## src/rtl/mem_arbiter_pkg.sv

```systemverilog
// Shared definitions for the main-memory arbiter.
// Holds the arbiter state encodings, the default fill length and a helper
// that sizes the beat counter. Imported by mem_arbiter and arb_beat_cnt.
package mem_arb_defs;

    localparam int unsigned BEATS_DEF = 8;
    localparam int unsigned ST_W      = 2;

    localparam logic [ST_W-1:0] IDLE    = 2'd0;
    localparam logic [ST_W-1:0] I_FILL  = 2'd1;
    localparam logic [ST_W-1:0] D_FILL  = 2'd2;
    localparam logic [ST_W-1:0] D_WRITE = 2'd3;

    // Counter width for a power-of-two beat count; never narrower than 1 bit.
    function automatic int unsigned cnt_width(input int unsigned beats);
        return (beats > 1) ? $clog2(beats) : 1;
    endfunction

endpackage

```

## src/rtl/mem_arbiter_beat_cnt.sv

```systemverilog
// arb_beat_cnt: counts data-valid beats of one block fill.
// Ports:
//   clk, rst  - clock, synchronous active-high reset
//   inc       - a beat arrived this cycle
//   clr       - return the count to zero (takes precedence over inc)
//   last      - this beat is the final one of the block (count==BEATS-1 && inc)
module arb_beat_cnt
    import mem_arb_defs::*;
#(
    parameter int unsigned BEATS = BEATS_DEF
) (
    input  logic clk,
    input  logic rst,
    input  logic inc,
    input  logic clr,
    output logic last
);

    localparam int unsigned       CNT_W   = cnt_width(BEATS);
    localparam logic [CNT_W-1:0]  CNT_MAX = CNT_W'(BEATS - 1);

    logic [CNT_W-1:0] count;

    // Beat count register
    always_ff @(posedge clk) begin
        if (rst || clr) begin
            count <= '0;
        end else if (inc) begin
            count <= count + CNT_W'(1);
        end
    end

    assign last = inc && (count == CNT_MAX);

endmodule

```

## src/rtl/mem_arbiter.sv

```systemverilog
// mem_arbiter: shares main memory between the I-cache fill FSM and the
// D-cache (fills plus write-through stores). Each transaction runs to
// completion: a BEATS-strobe block fill or a one-cycle word write.
// Build option: define ARB_RR_EN for round-robin between simultaneous fill
// requests; otherwise D-cache fills have fixed priority over I-cache fills.
// Ports:
//   clk, rst                       - clock, synchronous active-high reset
//   icache_req, icache_addr        - I-cache fill request and address
//   dcache_req, dcache_addr        - D-cache fill request and address
//   dcache_wr, dcache_wdata        - D-cache store request and data
//   mem_data_valid                 - memory read-data strobe
//   icache_grant, dcache_grant     - current fill owner
//   icache_data_valid,
//   dcache_data_valid              - strobe routed to the owner only
//   wr_ack                         - store accepted this cycle
//   mem_rd_en, mem_wr_en,
//   mem_addr, mem_wdata            - memory command
module mem_arbiter
    import mem_arb_defs::*;
#(
    parameter int unsigned ADDR_W = 16,
    parameter int unsigned DATA_W = 16,
    parameter int unsigned BEATS  = BEATS_DEF
) (
    input  logic              clk,
    input  logic              rst,
    input  logic              icache_req,
    input  logic [ADDR_W-1:0] icache_addr,
    input  logic              dcache_req,
    input  logic [ADDR_W-1:0] dcache_addr,
    input  logic              dcache_wr,
    input  logic [DATA_W-1:0] dcache_wdata,
    input  logic              mem_data_valid,
    output logic              icache_grant,
    output logic              dcache_grant,
    output logic              icache_data_valid,
    output logic              dcache_data_valid,
    output logic              wr_ack,
    output logic              mem_rd_en,
    output logic              mem_wr_en,
    output logic [ADDR_W-1:0] mem_addr,
    output logic [DATA_W-1:0] mem_wdata
);

    logic [ST_W-1:0] state;
    logic [ST_W-1:0] state_nx;
    logic            last_d;
    logic            last_d_nx;
    logic            cnt_inc;
    logic            cnt_last;

    // Strobes only count while a fill owns memory; stray strobes are dropped.
    assign cnt_inc = mem_data_valid && ((state == I_FILL) || (state == D_FILL));

    arb_beat_cnt #(
        .BEATS (BEATS)
    ) u_beat_cnt (
        .clk  (clk),
        .rst  (rst),
        .inc  (cnt_inc),
        .clr  (cnt_last),
        .last (cnt_last)
    );

    // State and last-owner registers; I-cache is favoured after reset.
    always_ff @(posedge clk) begin
        if (rst) begin
            state  <= IDLE;
            last_d <= 1'b1;
        end else begin
            state  <= state_nx;
            last_d <= last_d_nx;
        end
    end

    // Next-state and output decode
    always_comb begin
        state_nx          = state;
        last_d_nx         = last_d;
        icache_grant      = 1'b0;
        dcache_grant      = 1'b0;
        icache_data_valid = 1'b0;
        dcache_data_valid = 1'b0;
        wr_ack            = 1'b0;
        mem_rd_en         = 1'b0;
        mem_wr_en         = 1'b0;
        mem_addr          = '0;
        mem_wdata         = '0;

        case (state)
            IDLE: begin
                if (dcache_wr) begin
                    state_nx = D_WRITE;
                end else if (icache_req && dcache_req) begin
`ifdef ARB_RR_EN
                    state_nx = last_d ? I_FILL : D_FILL;
`else
                    state_nx = D_FILL;
`endif
                end else if (dcache_req) begin
                    state_nx = D_FILL;
                end else if (icache_req) begin
                    state_nx = I_FILL;
                end
            end

            I_FILL: begin
                icache_grant      = 1'b1;
                mem_rd_en         = 1'b1;
                mem_addr          = icache_addr;
                icache_data_valid = mem_data_valid;
                if (cnt_last) begin
                    state_nx  = IDLE;
                    last_d_nx = 1'b0;
                end
            end

            D_FILL: begin
                dcache_grant      = 1'b1;
                mem_rd_en         = 1'b1;
                mem_addr          = dcache_addr;
                dcache_data_valid = mem_data_valid;
                if (cnt_last) begin
                    state_nx  = IDLE;
                    last_d_nx = 1'b1;
                end
            end

            D_WRITE: begin
                mem_wr_en = 1'b1;
                mem_addr  = dcache_addr;
                mem_wdata = dcache_wdata;
                wr_ack    = 1'b1;
                state_nx  = IDLE;
            end

            default: begin
                state_nx = IDLE;
            end
        endcase
    end

endmodule

```

## config.mk

```make
export PLATFORM = sky130hd
export DESIGN_NAME = mem_arbiter
export DESIGN_NICKNAME = d
export VERILOG_FILES = /design/src/rtl/mem_arbiter_pkg.sv /design/src/rtl/mem_arbiter_beat_cnt.sv /design/src/rtl/mem_arbiter.sv
export SDC_FILE = /design/constraint.sdc
export NUM_CORES = 1
export LEC_CHECK = 0
export CAP_MARGIN = 20
export CELL_PAD_IN_SITES_DETAIL_PLACEMENT = 1
export CELL_PAD_IN_SITES_GLOBAL_PLACEMENT = 2
export CORE_AREA = 2 2 87 89
export CTS_CLUSTER_SIZE = 20
export DETAILED_ROUTE_END_ITERATION = 10
export DIE_AREA = 0 0 89 91
export PLACE_DENSITY = 0.75
export SETUP_SLACK_MARGIN = 0.2
export SYNTH_ARGS = -nofsm -noshare
export SYNTH_HDL_FRONTEND = slang
export SYNTH_SLANG_ARGS = --single-unit
```

## constraint.sdc

```tcl
create_clock -name clk -period 2.15 [get_ports clk]
set_clock_uncertainty 0.2 [all_clocks]
set_input_delay 0.215 -clock clk [delete_from_list [all_inputs] [get_ports clk]]
set_output_delay 0.215 -clock clk [all_outputs]
set_load 0.005 [all_outputs]
```

==> impl_metrics.yaml <==
cells_and_area:
  nets: 272
  num_antenna_cells: 0
  final_common_cell: "clkdlybuf4s50_1"
  final_cell_mix: "clkdlybuf4s50_1, nor2_1, and2_1"
  synthToLayoutAreaGrowth_pct: 193.2
  drive_gt1_share_pct: 34.13
power_and_ir_drop:
  power.switching_mw: 0.8125
  comb_power_share_pct: 82.9
  total_power_mw: 2.094
  netSwitchingFraction_pct: 38.80
  p_leak_nw: 0.8182
  intPower_mw: 1.282
  p_seq_share_pct: 8.9
  ir_worst_vdd_uv: 525.5
  powerDensity_nw_per_um2: 1025
  power.share.clock_pct: 8.2
synthesis:
  ys_ff_latch: 5
  synth_top_area_share_pct: 17.24
  synth_warnings: 0
  yosys.area.top_type: "a22oi_1"
  synthesis.nets: 158
  synth_cell_types: 21
  yosys-top-cells-area: "a22oi_1, and2_1, ha_1"
  syn_inst: 95
  syn_avg_cell_area_um2: 7.336
  yosysSeqAreaShare_pct: 14.36
  syn_area_um2: 696.9
die:
  die_area_um2: 8099
  start_util_pct: 9.765
  pin_count: 93
  rows: 31
  dieWidth_um: 89
  die_h_um: 91
  fp.coreArea_um2: 7137
sta:
  max_freq_mhz: 500.9
  slew_headroom_pct: 81.50
  min_period_ps: 1996
  min_period_over_period_pct: 92.86
  rsz0062_at_grt: "yes"
  finalHoldViolCount: 0
  drv_slew: 0
  setup-violations-final: 0
  worst_pin_slew_ps: 276.4
  setup_tns_ps: 0
flow_run:
  drv_cap: 0
clock_network:
  htree_levels: 1
  tritoncts: "built"
  cts_buffer_depth: 2
  clk_pin_slew_ps: 40
  clockRootBuffer: "clkbuf_8"
  clock_latency_ps: 220
  clkSinkCount: 5
  cts_buffers: 3
global_routing:
  antenna_found_initial: 0
  grt.total_usage_pct: 9.101
  grt_pass1_vias: 1193
  grt_first_pass_wirelength_um: 5975
  globalRoute.totalOverflow: 0
  grt_max_degree: 19
critical_path:
  end_kind: "output pin"
  cp-start-kind: "register"
  worstPathRequired_ps: 1740
  cp_max_fo: 5
  crit_type: "reg2out"
  cp.arrival_ps: 1580
route:
  drt_first_pass_iters: 2
  vias: 1110
  ant_nets: 0
  wire_per_inst_um: 12.81
  vias_per_cell: 3.616
  route.detailed.drc: 0
  drt-initial-drc-count: 19
  routed_wl_um: 3932
status:
  status: "complete, no violations"
place:
  dp_hpwl_um: 2950
  gp_congestion: 0.7330
  port_buffers: 92
hold_path:
  hold_path_class: "reg2reg"
[Yosys cell counts (all sizes together)]
library cell  number
o21ai              3
inv                2
or2                1
nor2              18
and2              18
a21oi              4
or4b               1
a22oi             16
nor2b              1
mux2i              1
or3                1
ha                 9
nor4b              1
nand2              3
a21boi             1
buf                3
dfxtp              5
clkbuf             5
nand4b             2
[logic make-up after synthesis]
| family | synth area share [%] |
|---|---|
| mux | 1.436 |
| compound gates | 23.34 |
| simple gates | 37.52 |
| buf+inv | 7.182 |
| flops | 14.36 |
| fa+ha+maj | 16.16 |
[through the flow]
step,setup WS (ps),cells,instance area [um^2],hold slack (ps),utilization (%)
after floorplan,271.4,95,696.9,84.07,-
after global placement,-29.51,288,1774,246.3,24.86
after detailed placement,-84.78,288,1774,259.1,24.86
after CTS,82.49,302,2023,263.1,28.35
after global routing,75.87,307,2043,280.0,28.63
final,153.6,307,2043,263.5,28.63
[power groups by stage]
| stage | combinational (mW) | clock, mW | sequential (mW) |
|---|---|---|---|
| 2_1_floorplan | 0.596 | 0 | 0.148 |
| 3_3_place_gp | 1.27 | 0 | 0.152 |
| 3_5_place_dp | 1.29 | 0 | 0.154 |
| 4_1_cts | 1.62 | 0.181 | 0.184 |
| 5_1_grt | 1.89 | 0.185 | 0.194 |
| 6_report | 1.74 | 0.173 | 0.185 |
[flip-flops by register name, indices dropped and copies added (netlist names)]
signal and cells:
state 2, u_beat_cnt.count 3
[per-layer routing]
layer	GRT usage, %	vias to the layer above	share of wire (%)
met4	0.9950	0	0.89
met1	10.61	517	39
li1	-	556	-
met2	17.04	35	55
met5	0	-	0
met3	2.091	2	5.3
[critical path, cell delays in order (launching register included)]
cell	delay [ps]
dfxtp_4	370
ha_4	180
or2_4	270
buf_4	140
buf_6	110
a22oi_2	110
nor2_1	50
buf_2	120
[worst paths after layout]
kind | from | end | slack, ps | cells after the start
max | state[1] | mem_addr[3] | 150 | 7
min | u_beat_cnt.count[1] | u_beat_cnt.count[1] | 260 | 2
max reg2reg | state[0] | state[0] | 240 | 6
min reg2reg | u_beat_cnt.count[1] | u_beat_cnt.count[1] | 260 | 2
[layout make-up]
type                       instances  area, um^2
multi-input combinational         81       685.7
tap                               99       123.9
sequential                         5       107.6
fill                             849        5094
clock buffer                       4       45.04
timing repair buffer             116        1071
inverter                           2       10.01
[timing repair]
| action | in CTS | in global routing |
|---|---|---|
| hold buffers | 0 | 0 |
| buffers inserted | 9 | 5 |
| setup endpoints to repair | 38 | 31 |
| gates resized for setup | 75 | 25 |
| cloned | 1 | 0 |
| pin swaps | 3 | 11 |
Power figures use the tool's default switching activity.
